## src/rtl/i2s_sample_sender_pkg.sv

```systemverilog
// Shared audio definitions: I2S frame geometry, fetch-FSM states and a saturating counter helper.
package i2s_sample_sender_pkg;

    localparam int SLOTS_PER_FRAME = 32;
    localparam int SAMPLE_WIDTH    = 16;
    localparam int SLOT_WIDTH      = $clog2(SLOTS_PER_FRAME);
    localparam int FRAME_WIDTH     = 2 * SAMPLE_WIDTH;

    typedef enum logic [1:0] {
        IDLE,
        POP_L,
        POP_R,
        CAP_R
    } fetch_state_e;

    function automatic logic [SAMPLE_WIDTH-1:0] sat_inc(input logic [SAMPLE_WIDTH-1:0] value);
        return (&value) ? value : value + 1'b1;
    endfunction

endpackage

```

## src/rtl/i2s_sample_sender_clock_gen.sv

```systemverilog
// Free-running bclk divider plus the frame slot counter; fall_strobe marks the clock that drives bclk 1->0.
module i2s_clock_gen
    import i2s_sample_sender_pkg::*;
#(
    parameter int CLOCK_DIVIDER = 4
) (
    input  logic                  clock,
    input  logic                  reset,
    output logic                  bclk,
    output logic                  fall_strobe,
    output logic [SLOT_WIDTH-1:0] slot
);

    localparam int                   DIV_WIDTH = $clog2(CLOCK_DIVIDER);
    localparam logic [DIV_WIDTH-1:0] DIV_LAST  = DIV_WIDTH'(CLOCK_DIVIDER - 1);

    logic [DIV_WIDTH-1:0] div_cnt;
    logic                 div_wrap;

    assign div_wrap    = (div_cnt == DIV_LAST);
    assign fall_strobe = div_wrap & bclk;

    // Slot resets to the last slot so the first falling bclk edge opens slot 0; wrap is free at 32 slots.
    // NOTE: sequential state uses non-blocking assignments so every register samples pre-edge values.
    always_ff @(posedge clock or negedge reset) begin
        if (!reset) begin
            div_cnt <= '0;
            bclk    <= 1'b0;
            slot    <= SLOT_WIDTH'(SLOTS_PER_FRAME - 1);
        end else begin
            div_cnt <= div_wrap ? '0 : div_cnt + 1'b1;
            if (div_wrap)
                bclk <= ~bclk;
            if (fall_strobe)
                slot <= slot + 1'b1;
        end
    end

endmodule

```

## src/rtl/i2s_sample_sender.sv

```systemverilog
// I2S transmitter: fetches one left/right pair per frame from an upstream queue and shifts it out.
// Build option I2S_HOLD_LAST_ON_UNDERRUN_EN: on underrun resend the previous pair instead of silence.
module i2s_sample_sender
    import i2s_sample_sender_pkg::*;
#(
    parameter  int CLOCK_DIVIDER = 4,
    parameter  int QUEUE_SIZE    = 16,
    localparam int SIZE_WIDTH    = $clog2(QUEUE_SIZE)
) (
    input  logic                    clock,
    input  logic                    reset,
    input  logic [SIZE_WIDTH-1:0]   queue_size,
    output logic                    dequeue,
    input  logic [SAMPLE_WIDTH-1:0] sample_in,
    output logic                    bclk,
    output logic                    lrclk,
    output logic                    sdata,
    output logic                    underrun,
    output logic [SAMPLE_WIDTH-1:0] underrun_count
);

    logic                   fall_strobe;
    logic [SLOT_WIDTH-1:0]  slot;
    logic [SLOT_WIDTH-1:0]  slot_next;
    logic                   frame_start_q;
    fetch_state_e           state, state_next;
    logic [FRAME_WIDTH-1:0] pair_q;
    logic [FRAME_WIDTH-1:0] shift_q;

    i2s_clock_gen #(
        .CLOCK_DIVIDER(CLOCK_DIVIDER)
    ) u_clock_gen (
        .clock      (clock),
        .reset      (reset),
        .bclk       (bclk),
        .fall_strobe(fall_strobe),
        .slot       (slot)
    );

    assign slot_next = slot + 1'b1;

    always_ff @(posedge clock or negedge reset) begin
        if (!reset) begin
            frame_start_q <= 1'b0;
            state         <= IDLE;
        end else begin
            frame_start_q <= fall_strobe && (slot_next == '0);
            state         <= state_next;
        end
    end

    // NOTE: every output of this block gets a default first, so no path can infer a latch.
    always_comb begin
        state_next = state;
        dequeue    = 1'b0;
        underrun   = 1'b0;
        case (state)
            IDLE: begin
                if (frame_start_q) begin
                    if (queue_size > SIZE_WIDTH'(1))
                        state_next = POP_L;
                    else
                        underrun = 1'b1;
                end
            end
            POP_L: begin
                dequeue    = 1'b1;
                state_next = POP_R;
            end
            POP_R: begin
                dequeue    = 1'b1;
                state_next = CAP_R;
            end
            CAP_R:   state_next = IDLE;
            default: state_next = IDLE;
        endcase
    end

    // The queue latch lags dequeue by one cycle: left is visible during POP_R, right during CAP_R.
    always_ff @(posedge clock or negedge reset) begin
        if (!reset) begin
            pair_q <= '0;
        end else if (state == POP_R) begin
            pair_q[FRAME_WIDTH-1:SAMPLE_WIDTH] <= sample_in;
        end else if (state == CAP_R) begin
            pair_q[SAMPLE_WIDTH-1:0] <= sample_in;
`ifdef I2S_HOLD_LAST_ON_UNDERRUN_EN
        end else if (underrun) begin
            pair_q <= pair_q;
`else
        end else if (underrun) begin
            pair_q <= '0;
`endif
        end
    end

    always_ff @(posedge clock or negedge reset) begin
        if (!reset) begin
            underrun_count <= '0;
        end else if (underrun) begin
            underrun_count <= sat_inc(underrun_count);
        end
    end

    // One-bit I2S delay: the pair is loaded as slot 1 opens, so the right LSB lands in the next slot 0.
    // NOTE: the shifter and pair are plain registers, not a memory, so they take the async reset too.
    always_ff @(posedge clock or negedge reset) begin
        if (!reset) begin
            lrclk   <= 1'b1;
            sdata   <= 1'b0;
            shift_q <= '0;
        end else if (fall_strobe) begin
            lrclk <= slot_next[SLOT_WIDTH-1];
            if (slot_next == SLOT_WIDTH'(1)) begin
                sdata   <= pair_q[FRAME_WIDTH-1];
                shift_q <= {pair_q[FRAME_WIDTH-2:0], 1'b0};
            end else begin
                sdata   <= shift_q[FRAME_WIDTH-1];
                shift_q <= {shift_q[FRAME_WIDTH-2:0], 1'b0};
            end
        end
    end

endmodule

```

## config.mk

```make
export PLATFORM = sky130hd
export DESIGN_NAME = i2s_sample_sender
export DESIGN_NICKNAME = d
export VERILOG_FILES = /design/src/rtl/i2s_sample_sender_pkg.sv /design/src/rtl/i2s_sample_sender_clock_gen.sv /design/src/rtl/i2s_sample_sender.sv
export SDC_FILE = /design/constraint.sdc
export NUM_CORES = 1
export LEC_CHECK = 0
export ABC_CLOCK_PERIOD_IN_PS = 3690
export CAP_MARGIN = 20
export CORE_MARGIN = 1
export CORE_UTILIZATION = 63
export CTS_CLUSTER_SIZE = 10
export DETAILED_ROUTE_END_ITERATION = 7
export DONT_BUFFER_PORTS = 1
export PLACE_DENSITY = 0.86
export SLEW_MARGIN = 20
export SYNTH_ARGS = -nofsm -noshare
export SYNTH_HDL_FRONTEND = slang
export SYNTH_HIERARCHICAL = 1
export SYNTH_SLANG_ARGS = --single-unit
```

## constraint.sdc

```tcl
create_clock -name clock -period 3.69 [get_ports clock]
set_input_delay 1.107 -clock clock [delete_from_list [all_inputs] [get_ports clock]]
set_output_delay 1.107 -clock clock [all_outputs]
set_load 0.01 [all_outputs]
```

### Yosys cells after proc, flatten, opt, wreduce, memory -nomap -nowiden

Index checks and enable logic that the tools add are counted.

| cells by class | value |
|---|---|
| $add $sub $neg | 3 |
| $lt $le $gt $ge | 1 |
| eq/ne operators | 8 |
| muxes and demuxes | 14 |
| bitwise operators | 4 |
| reduce and logical (&&, ||, !) cells | 11 |

Operator list:

| operator | number |
|---|---|
| two-way mux 32 bit | 2 |
| two-way mux 16 bit | 3 |
| adder 16 x 1 -> 16 bit (second input constant) | 1 |
| AND reduction 16 bit | 1 |
| case mux 2 bit (4 select lines) | 1 |
| AND reduction 2 bit | 4 |
| == test 2 bit (second input constant) | 3 |
| two-way mux 2 bit | 3 |
| inequality test 2 bit (second input constant) | 3 |
| adder 5 x 1 -> 5 bit (second input constant) | 1 |
| == test 5 x 1 -> 1 bit (second input constant) | 1 |
| zero test 5 bit | 1 |
| two-way mux 1 bit | 5 |
| > comparator 4 x 1 -> 1 bit (second input constant) | 1 |
| nonzero test 2 bit | 2 |
| inverter 1 bit | 3 |
| adder 2 x 1 -> 2 bit (second input constant) | 1 |
| == test 2 x 1 -> 1 bit (second input constant) | 1 |
| zero test 2 bit | 1 |
| OR reduction 2 bit | 1 |
| AND 1 bit | 1 |
| logical AND 1 bit | 1 |

| storage, ports and cells | value |
|---|---|
| flip-flop bits (word level) | 93 |
| bits of input ports | 22 |
| output and inout bits | 21 |
| logic and storage cells | 52 |

### Logic depth before layout (Yosys ltp)

| logic depth | value |
|---|---|
| depth after elaboration | 7 |
| depth in mapped cells | 7 |

### Cells and area by module

The synthesis kept the hierarchy.

By module, submodules not included:

| module | instances | cells each | area each (um2) | sequential area each (um2) |
|---|---|---|---|---|
| i2s_sample_sender | 1 | 382 | 3784.9 | 2103.3 |
| i2s_clock_gen | 1 | 22 | 327.8 | 206.4 |

### Worst setup path after synthesis

OpenSTA, ideal clock, no wires.

| timing | value |
|---|---|
| kind | input port to output port |
| start | input port queue_size[2] |
| end | output port underrun |
| data arrival time | 1.912 ns |
| slack | 0.671 ns |
| stages | 3 |
| path buffers | 1 |
| cell sequence | or3_1 > buf_6 > nor2_1 |

| on the way | value |
|---|---|
| cells in the longest elaborated chain, start to end | 4 |

Ends and longest elaborated chain:

| element | RTL line | RTL |
|---|---|---|
| start: declaration | i2s_sample_sender.sv:12 | `input logic [SIZE_WIDTH-1:0] queue_size,` |
| > comparator 4 x 1 -> 1 bit | i2s_sample_sender.sv:60 | `if (queue_size > SIZE_WIDTH'(1))` |
| two-way mux 1 bit | i2s_sample_sender.sv:60 |  |
| two-way mux 1 bit | i2s_sample_sender.sv:59 | `if (frame_start_q) begin` |
| two-way mux 1 bit | i2s_sample_sender.sv:57 | `case (state)` |
| end: declaration | i2s_sample_sender.sv:18 | `output logic underrun,` |

Every way passes these cells.

### Worst setup path in the final report

Same ends and word-level chain as after synthesis.

==> results.cfg <==
[worst_setup_path]
crit_family = simple AND/OR/NAND/NOR gates
worstSetupPathType = in -> out
end_kind = output pin
crit_fanout = 6
arrival_ps = 2010
crit_chain = or3_1 > nor2_1
slowest_stage = or3_1
max_stage_delay_ps = 490
path_buf_inv = 0
required_ps = 2580
crit_path_start_kind = input pin

[min_path]
hold_path_class = in -> async

[timing]
slew_viol_final = 0
finClkSkew_ps = 12.6
tightest_slew_ps = 783
relSlewSlack_pct = 47.3
period_minus_slack_ps = 3120
rsz0062_at_grt = no
setup_viol = 0
post-route-period-util_pct = 84.6
hold_viol_final = 0
clock.fmax_mhz = 320
fin_tns_setup_ps = 0
fin_ws_ps = 569

[global_routing]
grt_pass1_vias = 2536
grt.overflow.total = 0
grt_max_degree = 93
grt_usage_pct = 24.6
grt_pass1_wl_um = 12300
antenna_found_initial = 0

[layout]
area_growth_pct = 4.14
nFillCells = 469
fin_area_um2 = 4280
drive_gt1_share_pct = 7.52
final_nets = 424
stdcell_count = 476
final_cell_mix = dfrtp_1 (86), nand2_1 (73), nor2_1 (39)
final_common_cell = dfrtp_1
antenna_cells = 0

[placed_design]
pre_cts_slack_ps = 569
gp_congestion = 0.909
placed_cell_area_um2 = 4120
port_buffers = 0
dpl.hpwl_um = 5010
dp.cells = 461

[synthesis]
syn_avg_cell_area_um2 = 10.2
syn-num-nets = 433
synth_cell_types = 37
syn_inst = 404
synth_area_um2 = 4110
yosysWarnings = 6
yosysSeqAreaShare_pct = 56.2
synth_seq_cells = 92

[clock_network]
cts_buffer_depth = 2
cts_tree = built
clock_latency_ps = 350
cts_hold_buffers = 0
cts_buffers = 9
h-tree-depth = 3
cts_setup_buffers = 0
cts.sinks = 92
cts_root_buffer = clkbuf_8
cts_resized = 0
clkSlewWorstSetupHoldPaths_ps = 90

[floorplanning]
start_util_pct = 65.1
dieArea_um2 = 6860
row_count = 29
core_area_um2 = 6310
die_w_um = 82.8
die-height_um = 82.8
io_pins = 43

[route]
dr_total_vias = 2824
routed_via_density = 5.93
routedWlPerCell_um = 16.2
drc = 0
drt_iter0_drc = 260
drtAntennaViolNets = 0
dr.pass1.iters = 7
routed_wl_um = 7730

[run_status]
status = finished clean

[power]
power_density_nw_per_um2 = 393
power.leakage_nw = 1.78
p_total_mw = 1.68
peakVddDrop_mv = 0.270

[flow_run]
drv_cap = 0
-- worst paths after layout --
| path | slack (ps) | startpoint | depth (start not counted) | to |
|---|---|---|---|---|
| worst max-delay path | 570 | queue_size[2] | 2 | underrun |
| worst min-delay path | 440 | reset | 0 | underrun_count[14] |
| worst max register to register | 1560 | state[1] | 6 | underrun_count[9] |
| worst min register to register | 450 | u_clock_gen/div_cnt[0] | 1 | u_clock_gen/div_cnt[0] |
| max in group asynchronous | 3030 | reset | 0 | u_clock_gen/slot[4] |
| min in group clock | 450 | u_clock_gen/div_cnt[0] | 1 | u_clock_gen/div_cnt[0] |
-- Yosys cell counts (all sizes together) --
library cell,instances,area (um2)
buf,5,45.0
and3,1,6.26
nand2b,2,12.5
mux2,4,48.8
and4,3,26.3
xor2,6,52.6
nand4bb,1,11.3
mux2i,32,320
o21ai,34,170
nand2,73,274
xnor2,10,87.6
or3,1,6.26
dfrtp,86,2150
nand4b,1,8.76
nor2,40,153
o31a,2,17.5
dfstp,6,158
o21a,1,7.51
ha,7,87.6
a21oi,36,180
nand3,5,25.0
inv,4,15.0
or4,1,7.51
or2,1,6.26
and2,3,18.8
a31oi,3,18.8
nor3,2,10.0
nor4,3,33.8
nor3b,1,7.51
clkbuf,17,63.8
nand4,13,81.3
-- worst register-to-register path, delay by kind of cell (launching register included) --
family	cells	cell delay, ps
buffers and inverters	1	110
XOR/XNOR	1	180
AO/OA/AOI/OAI	1	250
adder cells (fa/ha/maj)	1	190
flip-flops	1	460
AND/OR/NAND/NOR	2	830
-- state kept, by name, indices dropped and copies added, names as in the netlist --
signal	cells
u_clock_gen/bclk	1
lrclk	1
frame_start_q	1
u_clock_gen/slot	5
pair_q	32
u_clock_gen/div_cnt	2
sdata	1
state	2
underrun_count	16
shift_q	31
-- logic make-up after synthesis --
group	count (synthesis)	synth area share, %
AOI/OAI and AO/OA	76	9.58
adders and majority gates	7	2.13
and+or+nand+nor	151	16.7
DFF	92	56.2
buffers and inverters	26	3.01
xor gates and xnor gates	16	3.41
muxes	36	8.97
-- cell type report --
cell class / count / area, um2 / area share (%)
flip-flops and latches: 92 / 2310 / 53.9
multi-input cells: 286 / 1690 / 39.4
clock buffers: 11 / 131 / 3.07
well taps: 77 / 96.3 / 2.25
clock inverters: 4 / 27.5 / 0.643
repair buffers: 2 / 15.0 / 0.351
inverters: 4 / 15.0 / 0.351
-- layer usage --
layer	vias to the layer above	GRT usage, %	routed length, um
li1	1364	-	-
met1	1379	35.3	3590
met2	69	35.6	3690
met3	12	5.79	299
met4	0	11.2	159
met5	-	0	0
-- power breakdown --
group	switching (mW)	leakage [nW]	total (mW)	internal [mW]
Combinational	0.0215	0.579	0.0416	0.0201
Clock	0.337	0.0831	0.579	0.242
Sequential	0.0203	1.12	1.06	1.04
Total	0.378	1.78	1.68	1.30
-- per-stage QoR --
step           hold slack (ps)  util (%)
2_1_floorplan              410         -
3_3_place_gp               421      65.3
3_5_place_dp               435      65.3
4_1_cts                    425      67.8
5_1_grt                    411      67.8
6_report                   440      67.8
Power figures use the tool's default switching activity.
==> RTL change (same flow settings) <==
`CLOCK_DIVIDER` is set to 4 in 2 places; all go to 8.
--- a/src/rtl/i2s_sample_sender_clock_gen.sv
+++ b/src/rtl/i2s_sample_sender_clock_gen.sv
@@ -3,5 +3,5 @@
     import i2s_sample_sender_pkg::*;
 #(
-    parameter int CLOCK_DIVIDER = 4
+    parameter int CLOCK_DIVIDER = 8
 ) (
     input  logic                  clock,
--- a/src/rtl/i2s_sample_sender.sv
+++ b/src/rtl/i2s_sample_sender.sv
@@ -4,5 +4,5 @@
     import i2s_sample_sender_pkg::*;
 #(
-    parameter  int CLOCK_DIVIDER = 4,
+    parameter  int CLOCK_DIVIDER = 8,
     parameter  int QUEUE_SIZE    = 16,
     localparam int SIZE_WIDTH    = $clog2(QUEUE_SIZE)
Formal check against the unedited RTL: not equivalent (Yosys sat finds a counterexample within 10 cycles, from zero or initial values and one cycle with reset low).
==> RTL change against the unedited design <==
  * Non-clock buffer count unchanged
  * Sequential share of layout area decreased by 0.34 points
  * Total power up 5.1%
  * Cell count grew 0.84%
  * Largest power group unchanged
  * Setup slack improved by 0.0062 ns
  * Cell area rose by 1.7%
  * Sequential cell count is 1 higher
  * Synthesized area up 1.1%
  * Routed wire length is 2.0% higher
  * Highest routed layer unchanged
==> RTL change: results (changes against the unedited design) <==
Layout
  – Nets@finish: 428 (was 424)
  – Share of layout cells above drive strength 1: 0.08189 (was 0.07519)
  – Fin cells: 480 (was 476)
  – Largest registers: pair_q (32), shift_q (31), underrun_count (16) (unchanged)
  – Fill cells: 459 (was 469)

Run status
  – Outcome: finished, final reports clean (unchanged)

GRT
  – Vias in the first global route: 2839 (was 2536)
  – Met2 Resource Use GR: 0.4143 (was 0.3557)
  – Met3 Usage GRT: 0.05666 (was 0.05792)
  – All-Layer GR Usage: 0.2476 (was 0.2459)
  – Largest net degree at the start of global routing: 94 (was 93)
  – GR Util met1: 0.3085 (was 0.3527)
  – First-pass GRT wire length: 13440 µm (was 12250 µm)

Yosys
  – Sequential-to-total area share from yosys stat: 0.5615 (was 0.5616)
  – Syn Area/Cell: 10.22 µm² (was 10.18 µm²)
  – Netlist cell types: 38 (was 37)
  – Xor/xnor share of the synthesized area: 0.03370 (was 0.03407)
  – Synth cell count leaders: dfrtp_1 (87), nand2_1 (73), nor2_1 (39) (was dfrtp_1 (86), nand2_1 (73), nor2_1 (39))
  – Ys flop type: dfrtp_1 (unchanged)
  – Top post-synthesis cells by area: dfrtp_1 (52%), mux2i_1 (7.7%), nand2_1 (6.6%), a21oi_1 (4.3%), dfstp_2 (3.8%) (was dfrtp_1 (52%), mux2i_1 (7.8%), nand2_1 (6.7%), a21oi_1 (4.4%), dfstp_2 (3.8%))
  – Asr flop ratio synth: 1.000 (unchanged)
  – Adder-Cell Fraction of Synth Area: 0.02407 (was 0.02130)
  – Compound-Gate Fraction of Synth Area: 0.09479 (was 0.09583)
  – Mapped Nets: 437 (was 433)
  – Mux contribution to synthesized area: 0.08878 (was 0.08975)

Placed design
  – Hpwl dp: 5025 µm (was 5011 µm)
  – GPL Wtd Cong: 0.8174 (was 0.9087)
  – Number of I/O port buffers: 0 (unchanged)
  – DP Cell Count: 464 (was 461)

Timing
  – Worst hold slack: 0.4267 ns (was 0.4396 ns)
  – Worst-Margin Slew: 0.9992 ns (was 0.7828 ns)
  – Worst Skew: 0.01286 ns (was 0.01259 ns)

Setup path
  – R2r setup slk: 1.45 ns (was 1.56 ns)
  – Arr. time, crit path: 2.01 ns (about the same)
  – Crit path max-delay family: simple AND/OR/NAND/NOR gates (unchanged)
  – Slowest Stage Delay on Critical Path: 0.48 ns
  – Critical path peak fanout: 6 (unchanged)

Route
  – DR vias/cell: 5.888 (was 5.933)
  – Initial DRT Pass Iterations: 4 (was 7)
  – Drt total wl: 7884 µm (was 7733 µm)
  – Detailed Route Iter0 Violations: 144 (was 260)

Power
  – Leak Pwr: 1.818 nW (was 1.784 nW)
  – Maximum vdd drop: 0.3134 mV (was 0.2697 mV)

Worst hold path
  – Hold Crit Class: primary input to asynchronous set/reset pin (unchanged)

Clocking
  – H-tree level count: 3 (unchanged)
  – Latest clock arrival within the worst-skew pair: 0.37 ns (was 0.35 ns)
  – Clock tree buffer depth: 2 (unchanged)
  – CTS clk-pin slew, worst paths: 0.09 ns (about the same)
  – Post-CTS setup buffers: 0 (unchanged)
RTL change: worst paths after layout:
| check | startpoint | endpoint | depth (start not counted) |
|---|---|---|---|
| max | queue_size[2] | underrun | 2 |
| min | reset | underrun_count[3] | 0 |
| max reg2reg | u_clock_gen/div_cnt[0] | shift_q[28] | 6 |
| min reg2reg | u_clock_gen/div_cnt[0] | u_clock_gen/div_cnt[0] | 1 |
| max in group asynchronous | reset | lrclk | 0 |
| min in group clock | u_clock_gen/div_cnt[0] | u_clock_gen/div_cnt[0] | 1 |
RTL change: layer usage:
layer,share of wire,vias to the layer above
met1,0.43,1383
met3,0.047,13
met4,0.019,0
met2,0.51,62
met5,0,-
li1,-,1368
RTL change: logic make-up (layout without fill, tap and decap cells):
family / count (synthesis) / in the layout
buffers and inverters: 26 / 22
AND/OR/NAND/NOR: 152 / 152
AO/OA/AOI/OAI: 76 / 76
adder cells (fa/ha/maj): 8 / 8
flip-flops: 93 / 93
XOR/XNOR: 16 / 16
multiplexers: 36 / 36
RTL change: through the flow:
| stage | setup slack (ns) | util | instance area [µm²] |
|---|---|---|---|
| 3_5_place_dp | 0.5904 | 0.6562 | 4167 |
| 2_1_floorplan | 0.6708 | - | 4158 |
| 6_report | 0.5751 | 0.6861 | 4357 |
| 5_1_grt | 0.5482 | 0.6861 | 4357 |
| 3_3_place_gp | 0.5975 | 0.6562 | 4167 |
| 4_1_cts | 0.5858 | 0.6857 | 4354 |
RTL change: report_power, final:
group / internal (mW) / switching (mW) / leakage [nW] / total, mW
clock network: 0.262 / 0.386 / 0.0971 / 0.648
registers: 1.05 / 0.0216 / 1.13 / 1.08
logic: 0.0215 / 0.0223 / 0.591 / 0.0438
RTL change: cell type report:
class | count | area (µm²) | share of cell area
clock inverter | 7 | 63.81 | 0.01465
clock buffer | 9 | 123.9 | 0.02843
timing repair buffer | 2 | 15.01 | 0.003446
tap | 77 | 96.34 | 0.02211
inverter | 4 | 15.01 | 0.003446
multi-input combinational | 288 | 1708 | 0.3920
sequential | 93 | 2335 | 0.5359
